==> config.mk <==
export PLATFORM = sky130hd
export DESIGN_NAME = i2c_adc_target
export DESIGN_NICKNAME = d
export VERILOG_FILES = /design/src/rtl/i2c_adc_pkg.sv /design/src/rtl/i2c_bus_sync.sv /design/src/rtl/i2c_adc_target.sv
export SDC_FILE = /design/constraint.sdc
export NUM_CORES = 1
export LEC_CHECK = 0
export ABC_CLOCK_PERIOD_IN_PS = 4500
export CAP_MARGIN = 20
export CORE_UTILIZATION = 29
export CTS_CLUSTER_DIAMETER = 50
export CTS_CLUSTER_SIZE = 20
export DETAILED_ROUTE_END_ITERATION = 16
export PLACE_DENSITY = 0.5
export SYNTH_ARGS = -nofsm -noshare
export SYNTH_HDL_FRONTEND = slang
export SYNTH_SLANG_ARGS = --single-unit
==> constraint.sdc <==
create_clock -name clk_i -period 4.5 [get_ports clk_i]
set_input_delay 0.9 -clock clk_i [delete_from_list [all_inputs] [get_ports clk_i]]
set_output_delay 0.9 -clock clk_i [all_outputs]
set_load 0.1 [all_outputs]
==> src/rtl/i2c_adc_pkg.sv <==
// ----------------------------------------------------------------------------
// i2c_adc_pkg
// Shared definitions for the I2C ADC target emulation:
//   - register pointer codes
//   - FSM state encoding
//   - reset default of the config register
//   - read-back mux used when a read frame snapshots a register
// ----------------------------------------------------------------------------
package i2c_adc_pkg;

    localparam logic [1:0] PTR_CONV   = 2'b00;
    localparam logic [1:0] PTR_CONFIG = 2'b01;
    localparam logic [1:0] PTR_LO     = 2'b10;
    localparam logic [1:0] PTR_HI     = 2'b11;

    localparam logic [15:0] CONFIG_RESET_DEFAULT = 16'h8583;

    typedef enum logic [3:0] {
        ST_IDLE,
        ST_ADDR,
        ST_ADDR_ACK,
        ST_WR_PTR,
        ST_PTR_ACK,
        ST_WR_MSB,
        ST_WR_LSB,
        ST_WR_ACK,
        ST_RD_BYTE,
        ST_RD_ACK,
        ST_IGNORE
    } state_e;

    // Value returned to the master for a given pointer. OS (bit15) of the
    // config register always reads back as 1 (no conversion in progress).
    function automatic logic [15:0] read_value(input logic [1:0]  ptr,
                                               input logic [15:0] conv,
                                               input logic [15:0] cfg);
        case (ptr)
            PTR_CONV:       return conv;
            PTR_CONFIG:     return cfg | 16'h8000;
            PTR_LO, PTR_HI: return 16'h0000;
            default:        return 16'h0000;
        endcase
    endfunction

endpackage

==> src/rtl/i2c_bus_sync.sv <==
// ----------------------------------------------------------------------------
// i2c_bus_sync
// Brings raw SCL/SDA into the clk_i domain and derives bus events.
// Each line: 2-FF synchroniser followed by a 1-deep history register.
// Ports:
//   clk_i, rst_ni   system clock, async active-low reset
//   scl_i, sda_i    raw pad levels (asynchronous)
//   scl_rise_o      1-cycle pulse on synchronised SCL rising edge
//   scl_fall_o      1-cycle pulse on synchronised SCL falling edge
//   start_o         SDA fell while SCL high (START / repeated START)
//   stop_o          SDA rose while SCL high (STOP)
//   sda_o           synchronised SDA level
// ----------------------------------------------------------------------------
module i2c_bus_sync (
    input  logic clk_i,
    input  logic rst_ni,
    input  logic scl_i,
    input  logic sda_i,
    output logic scl_rise_o,
    output logic scl_fall_o,
    output logic start_o,
    output logic stop_o,
    output logic sda_o
);

    // [0] metastable stage, [1] synchronised level, [2] previous level
    logic [2:0] scl_pipe_q, scl_pipe_d;
    logic [2:0] sda_pipe_q, sda_pipe_d;

    always_comb begin
        scl_pipe_d = {scl_pipe_q[1:0], scl_i};
        sda_pipe_d = {sda_pipe_q[1:0], sda_i};
    end

    // NOTE: the pipes reset to 1 (idle bus level) so that reset release on an
    // idle bus produces no spurious edge, START or STOP.
    always_ff @(posedge clk_i or negedge rst_ni) begin
        if (!rst_ni) begin
            scl_pipe_q <= 3'b111;
            sda_pipe_q <= 3'b111;
        end else begin
            // NOTE: non-blocking assignments keep every flop sampling the
            // pre-edge value, so the pipe shifts one stage per clock.
            scl_pipe_q <= scl_pipe_d;
            sda_pipe_q <= sda_pipe_d;
        end
    end

    logic scl, scl_prev, sda, sda_prev;

    always_comb begin
        scl        = scl_pipe_q[1];
        scl_prev   = scl_pipe_q[2];
        sda        = sda_pipe_q[1];
        sda_prev   = sda_pipe_q[2];
        scl_rise_o = scl & ~scl_prev;
        scl_fall_o = ~scl & scl_prev;
        // SCL must be stably high across both samples for a START/STOP.
        start_o    = scl & scl_prev & sda_prev & ~sda;
        stop_o     = scl & scl_prev & ~sda_prev & sda;
        sda_o      = sda;
    end

endmodule

==> src/rtl/i2c_adc_target.sv <==
// ----------------------------------------------------------------------------
// i2c_adc_target
// I2C target emulating a 16-bit ADC (pointer, conversion, config, thresholds).
// Ports:
//   clk_i, rst_ni   system clock (>= 20x SCL), async active-low reset
//   scl_i, sda_i    raw bus levels from the pads
//   sda_oe_o        1 = pull SDA low (open drain)
//   conv_data_i     new conversion result, loaded when conv_valid_i = 1
//   conv_valid_i    1-cycle load strobe for the conversion register
//   config_o        current config register
//   config_wr_o     1-cycle pulse on config commit
//   conv_start_o    1-cycle pulse on a config commit with OS (bit15) = 1
//   busy_o          1 from address-match ACK until the next START or STOP
// ----------------------------------------------------------------------------
module i2c_adc_target
    import i2c_adc_pkg::*;
#(
    parameter logic [6:0]  ADDRESS      = 7'h49,
    parameter logic [15:0] CONFIG_RESET = CONFIG_RESET_DEFAULT
) (
    input  logic        clk_i,
    input  logic        rst_ni,
    input  logic        scl_i,
    input  logic        sda_i,
    output logic        sda_oe_o,
    input  logic [15:0] conv_data_i,
    input  logic        conv_valid_i,
    output logic [15:0] config_o,
    output logic        config_wr_o,
    output logic        conv_start_o,
    output logic        busy_o
);

    logic scl_rise, scl_fall, start, stop, sda;

    i2c_bus_sync u_sync (
        .clk_i      (clk_i),
        .rst_ni     (rst_ni),
        .scl_i      (scl_i),
        .sda_i      (sda_i),
        .scl_rise_o (scl_rise),
        .scl_fall_o (scl_fall),
        .start_o    (start),
        .stop_o     (stop),
        .sda_o      (sda)
    );

    state_e      state_q, state_d;
    logic [3:0]  bit_cnt_q, bit_cnt_d;      // 0..8 bits of the current byte
    logic [7:0]  shift_q, shift_d;          // received byte
    logic [7:0]  msb_q, msb_d;              // write MSB awaiting its LSB
    logic        lsb_phase_q, lsb_phase_d;  // WR_ACK is acknowledging an LSB
    logic [1:0]  ptr_q, ptr_d;
    logic [15:0] tx_q, tx_d;                // read shadow, frozen per address phase
    logic        rd_lsb_q, rd_lsb_d;        // currently sending the LSB
    logic        mack_q, mack_d;            // master ACK bit (0 = ACK)
    logic [15:0] conv_q, conv_d;
    logic [15:0] config_q, config_d;
    logic        sda_oe_q, sda_oe_d;
    logic        busy_q, busy_d;
    logic        config_wr_q, config_wr_d;
    logic        conv_start_q, conv_start_d;

    logic [7:0]  tx_byte;
    logic [2:0]  tx_idx;

    always_comb begin
        tx_byte = rd_lsb_q ? tx_q[7:0] : tx_q[15:8];
        tx_idx  = 3'd7 - bit_cnt_q[2:0];
    end

    // State register
    always_ff @(posedge clk_i or negedge rst_ni) begin
        if (!rst_ni) begin
            state_q      <= ST_IDLE;
            bit_cnt_q    <= '0;
            shift_q      <= '0;
            msb_q        <= '0;
            lsb_phase_q  <= 1'b0;
            ptr_q        <= PTR_CONV;
            tx_q         <= '0;
            rd_lsb_q     <= 1'b0;
            mack_q       <= 1'b1;
            conv_q       <= '0;
            config_q     <= CONFIG_RESET;
            sda_oe_q     <= 1'b0;
            busy_q       <= 1'b0;
            config_wr_q  <= 1'b0;
            conv_start_q <= 1'b0;
        end else begin
            state_q      <= state_d;
            bit_cnt_q    <= bit_cnt_d;
            shift_q      <= shift_d;
            msb_q        <= msb_d;
            lsb_phase_q  <= lsb_phase_d;
            ptr_q        <= ptr_d;
            tx_q         <= tx_d;
            rd_lsb_q     <= rd_lsb_d;
            mack_q       <= mack_d;
            conv_q       <= conv_d;
            config_q     <= config_d;
            sda_oe_q     <= sda_oe_d;
            busy_q       <= busy_d;
            config_wr_q  <= config_wr_d;
            conv_start_q <= conv_start_d;
        end
    end

    // Next-state and datapath. sda_oe_d only changes on an SCL fall event, so
    // SDA moves one clock after the detected fall, always while SCL is low.
    always_comb begin
        // NOTE: every _d defaults to its _q first; no path leaves a variable
        // unassigned, so no latch is inferred.
        state_d      = state_q;
        bit_cnt_d    = bit_cnt_q;
        shift_d      = shift_q;
        msb_d        = msb_q;
        lsb_phase_d  = lsb_phase_q;
        ptr_d        = ptr_q;
        tx_d         = tx_q;
        rd_lsb_d     = rd_lsb_q;
        mack_d       = mack_q;
        conv_d       = conv_valid_i ? conv_data_i : conv_q;
        config_d     = config_q;
        sda_oe_d     = sda_oe_q;
        busy_d       = busy_q;
        config_wr_d  = 1'b0;
        conv_start_d = 1'b0;

        if (start) begin
            state_d   = ST_ADDR;
            bit_cnt_d = '0;
            sda_oe_d  = 1'b0;
            busy_d    = 1'b0;
        end else if (stop) begin
            state_d   = ST_IDLE;
            bit_cnt_d = '0;
            sda_oe_d  = 1'b0;
            busy_d    = 1'b0;
        end else begin
            case (state_q)
                ST_ADDR, ST_WR_PTR, ST_WR_MSB, ST_WR_LSB: begin
                    if (scl_rise && bit_cnt_q != 4'd8) begin
                        shift_d   = {shift_q[6:0], sda};
                        bit_cnt_d = bit_cnt_q + 4'd1;
                    end else if (scl_fall && bit_cnt_q == 4'd8) begin
                        // Byte complete: ACK it during the 9th SCL cycle.
                        bit_cnt_d = '0;
                        sda_oe_d  = 1'b1;
                        case (state_q)
                            ST_ADDR: begin
                                if (shift_q[7:1] == ADDRESS) begin
                                    state_d  = ST_ADDR_ACK;
                                    busy_d   = 1'b1;
                                    rd_lsb_d = 1'b0;
                                    if (shift_q[0]) tx_d = read_value(ptr_q, conv_q, config_q);
                                end else begin
                                    state_d  = ST_IGNORE;
                                    sda_oe_d = 1'b0;
                                end
                            end
                            ST_WR_PTR: begin
                                ptr_d   = shift_q[1:0];
                                state_d = ST_PTR_ACK;
                            end
                            ST_WR_MSB: begin
                                msb_d       = shift_q;
                                lsb_phase_d = 1'b0;
                                state_d     = ST_WR_ACK;
                            end
                            default: begin  // ST_WR_LSB
                                lsb_phase_d = 1'b1;
                                state_d     = ST_WR_ACK;
                            end
                        endcase
                    end
                end
                ST_ADDR_ACK: begin
                    if (scl_fall) begin
                        // shift_q still holds the address byte; bit0 is R/W.
                        if (shift_q[0]) begin
                            state_d  = ST_RD_BYTE;
                            sda_oe_d = ~tx_q[15];
                        end else begin
                            state_d  = ST_WR_PTR;
                            sda_oe_d = 1'b0;
                        end
                    end
                end
                ST_PTR_ACK: begin
                    if (scl_fall) begin
                        state_d  = ST_WR_MSB;
                        sda_oe_d = 1'b0;
                    end
                end
                ST_WR_ACK: begin
                    if (scl_fall) begin
                        sda_oe_d = 1'b0;
                        if (lsb_phase_q) begin
                            state_d = ST_WR_MSB;
                            if (ptr_q == PTR_CONFIG) begin
                                config_d     = {msb_q, shift_q};
                                config_wr_d  = 1'b1;
                                conv_start_d = msb_q[7];
                            end
                        end else begin
                            state_d = ST_WR_LSB;
                        end
                    end
                end
                ST_RD_BYTE: begin
                    if (scl_rise && bit_cnt_q != 4'd8) begin
                        bit_cnt_d = bit_cnt_q + 4'd1;
                    end else if (scl_fall) begin
                        if (bit_cnt_q == 4'd8) begin
                            state_d   = ST_RD_ACK;
                            bit_cnt_d = '0;
                            sda_oe_d  = 1'b0;
                        end else begin
                            sda_oe_d = ~tx_byte[tx_idx];
                        end
                    end
                end
                ST_RD_ACK: begin
                    if (scl_rise) begin
                        mack_d = sda;
                    end else if (scl_fall) begin
                        if (!mack_q) begin
                            state_d  = ST_RD_BYTE;
                            rd_lsb_d = ~rd_lsb_q;
                            sda_oe_d = ~(rd_lsb_q ? tx_q[15] : tx_q[7]);
                        end else begin
                            state_d = ST_IGNORE;
                        end
                    end
                end
                default: ;  // ST_IDLE, ST_IGNORE: wait for START/STOP
            endcase
        end
    end

    // Outputs come straight from flops; reset clears sda_oe_o asynchronously.
    always_comb begin
        sda_oe_o     = sda_oe_q;
        config_o     = config_q;
        config_wr_o  = config_wr_q;
        conv_start_o = conv_start_q;
        busy_o       = busy_q;
    end

endmodule

==> results_dict.tcl <==
set metrics [dict create \
    outcome "finished clean" \
    max-cap-violations 0 \
    dp.cells 566 \
    reg2reg_slack_ns 1.91 \
    ios 41 \
    wirelength_um 9890 \
    n_fill_cell 1459 \
    synth_edf_count 0 \
    root_buffer "clkbuf_16" \
    path_cells "clkdlybuf4s50_1" \
    via_count 2944 \
    cp.arrival_ns 2.02 \
    grt_pass1_wl_um 16100 \
    hold_violations 0 \
    synthXorXnorAreaFrac 0.00409 \
    power_leakage_uw 0.00214 \
    yosysUniqueCellTypes 51 \
    postLayoutCoreUtil 0.353 \
    syn_avg_cell_area_um2 11.8 \
    rsz0062_at_grt "false" \
    die_area_mm2 0.0153 \
    ys.flop_type "dfrtp_1" \
    min_period_ns 2.92 \
    start_util 0.296 \
    cp_slowest_cell "clkdlybuf4s50_1" \
    cts-resized-gates 0 \
    clk_pin_slew_ns 0.07 \
    drc 0 \
    synthTopCellsByArea "dfrtp_1 43%, mux2_2 13%, dfstp_2 8.0%, mux2i_1 4.4%, o31ai_2 4.1%" \
    synth_area_mm2 0.00428 \
    tightest_slew_ns 0.987 \
    drive_gt1_frac 0.269 \
    worst-path-buf-inv 1 \
    postCtsHoldBufs 0 \
    ys_seq_area_frac 0.512 \
    regArea_mm2 0.00219 \
    fp.dieH_um 124 \
    ys_seq_elements 87 \
    portBuffers 40 \
    tns_ns 0 \
    nets 416 \
    maxSlewHeadroom 0.340 \
    max_clock_freq_mhz 342 \
    critPathKind "reg -> out" \
    finalCritPeriodShare 0.649 \
    yosysTopAreaCellShare 0.432 \
    crit_fanout 3 \
    skew_ns 0.00748 \
    synth.area.mux_share 0.197 \
    synth-compound-area-share 0.123 \
    yosys.area_share.simple 0.123 \
    antenna_left 0 \
    die_x_um 124 \
    grt_pass1_vias 2967 \
    cts_sinks 87 \
    grt_use_total 0.143 \
    worstPathRequired_ns 3.60 \
    area_delta_synth_final_pct 19.4 \
    p_per_area_mw_per_mm2 470 \
    hold_path_startpoint "u_sync.sda_pipe_q[0]$_DFF_PN1_" \
    async_reset_ff_frac 1.00 \
    core_region_area_mm2 0.0145 \
    irDropWorstVdd_mv 0.255 \
    total_power_uw 2400 \
    r2r_start "state_q[1]$_DFFE_PN0P_" \
    post-dp-hpwl_um 6710 \
    reg2reg_to "shift_q[2]$_DFFE_PN0P_" \
    postSynthCellCount 362 \
    grt_start_max_net_pins 58 \
    insertion_delay_ns 0.35 \
    fin_area_mm2 0.00511 \
    drv_slew 0 \
    worstSetupStartpoint "config_o[8]$_DFFE_PN1P_" \
    setup_viol 0 \
    place_congestion 0.822 \
    worstSetupEndpoint "config_o[8]" \
    r2r_cells 4 \
    antenna_found_initial 0 \
    path_delay_family "buffers and inverters" \
    synth_top_family_by_area "multiplexers" \
    gr-total-overflow 0 \
    cts_buffers 9 \
    stdcell_count 582 \
    cts_tree "built" \
    cp.depth 1 \
    multi_input_comb_area_mm2 0.00194 \
    synthAdderAreaFrac 0.00584 \
    cts_setup_buffers 0 \
    synth_fp_nets 385 \
    slowest_delay_ns 1.13 \
    yosysWarnings 0 \
    crit_path_start_kind "flip-flop" \
    yosys.area.top_type "dfrtp_1" \
    critPathCaptureType "output port" \
    rows 44 \
    drt_first_pass_iters 4 \
    placed_area_mm2 0.00481 \
    first_iter_violations 252 \
    hp-class "reg -> reg" \
    cts-htree-levels 3 \
    num_antenna_cells 0 \
    clk_path_buf_depth 2 \
    wl_per_cell_um 17.0 \
    via_per_inst 5.06 \
]
==> synthesized netlist by cell type (2+ instances only) <==
master     instances
a31oi_1            8
clkbuf_1          13
a31o_2             2
dfstp_2           13
nand2b_1          11
a21oi_1           10
o22ai_1            3
a211o_1            2
inv_1              7
mux4_2             3
and3_1             4
nor3_1             4
buf_1              2
o32ai_1            2
o21ai_0           14
mux2_2            50
nand3_1            9
dfrtp_1           74
a21o_1             2
buf_6              4
buf_2              5
a2bb2oi_1          2
o31ai_2           14
nor4_1             3
mux2_1             2
ha_1               2
mux2i_1           19
nor2_1            20
o31ai_1            4
nand2_1           29
nor2b_1            5
==> worst register-to-register path: stages, from the launching register on <==
cell	delay [ns]
dfrtp_1	0.80
and3b_1	0.29
o21ai_0	0.19
nor2_1	0.78
mux2_2	0.42
==> through the flow <==
step                      hold WS [ns]  worst slack [ns]
after floorplan                  0.345              2.34
after detailed placement         0.350              1.93
after global routing             0.363              1.52
after global placement           0.351              1.92
after CTS                        0.359              1.56
final                            0.356              1.58
==> power breakdown <==
group | total, µW | leakage [µW] | internal (µW) | switching (µW)
registers | 1070 | 0.00111 | 870 | 197
logic | 589 | 0.000879 | 275 | 314
clock network | 749 | 0.000149 | 415 | 333
total | 2400 | 0.00214 | 1560 | 844
==> flip-flops by register name, indices dropped and copies added, names as in the netlist, 2 cells and up <==
signal,cells
bit_cnt_q,4
config_o,16
conv_q,16
msb_q,8
ptr_q,2
shift_q,8
state_q,4
tx_q,16
u_sync.scl_pipe_q,3
u_sync.sda_pipe_q,3
==> per-layer routing <==
| metal | vias to the layer above | routed length [µm] | GRT usage |
|---|---|---|---|
| met5 | - | 0 | 0 |
| met3 | 10 | 412 | 0.0457 |
| met1 | 1495 | 4570 | 0.187 |
| met4 | 0 | 120 | 0.0444 |
| met2 | 56 | 4790 | 0.224 |
| li1 | 1383 | - | - |
==> cells in the final DEF (no fill, tap or decap), types with 7 or more instances in the layout <==
cell	synthesis	layout
dfrtp_1	74	74
mux2_2	50	50
dfstp_2	13	13
nand2b_1	11	11
a31oi_1	8	8
clkbuf_16	0	9
a21oi_1	10	10
o21ai_0	14	14
nand2_1	29	29
mux2i_1	19	19
o31ai_2	14	14
inv_1	7	7
nand3_1	9	9
nor2_1	20	20
clkdlybuf4s50_1	0	39
==> worst min path at each step <==
| stage | to | depth (start not counted) |
|---|---|---|
| floorplan | u_sync.scl_pipe_q[1]$_DFF_PN1_ | 0 |
| global route | u_sync.sda_pipe_q[1]$_DFF_PN1_ | 0 |
| CTS | u_sync.sda_pipe_q[1]$_DFF_PN1_ | 0 |
| detailed placement | u_sync.sda_pipe_q[1]$_DFF_PN1_ | 0 |
| finish | u_sync.sda_pipe_q[1]$_DFF_PN1_ | 0 |
| global placement | u_sync.scl_pipe_q[1]$_DFF_PN1_ | 0 |
==> logic make-up (layout without fill, tap and decap cells) <==
group | Yosys count | after routing
and+or+nand+nor | 97 | 97
DFF | 87 | 87
muxes | 74 | 74
AOI/OAI and AO/OA | 69 | 69
buffers and inverters | 31 | 67
adders and majority gates | 2 | 2
xor gates and xnor gates | 2 | 2
==> layout make-up <==
type / count / area share
Timing Repair Buffer: 44 / 0.0837
Tap cell: 184 / 0.0450
Multi-Input combinational cell: 244 / 0.379
Inverter: 7 / 0.00514
Clock inverter: 5 / 0.00905
Clock buffer: 11 / 0.0494
Sequential cell: 87 / 0.429
Power figures use the tool's default switching activity.
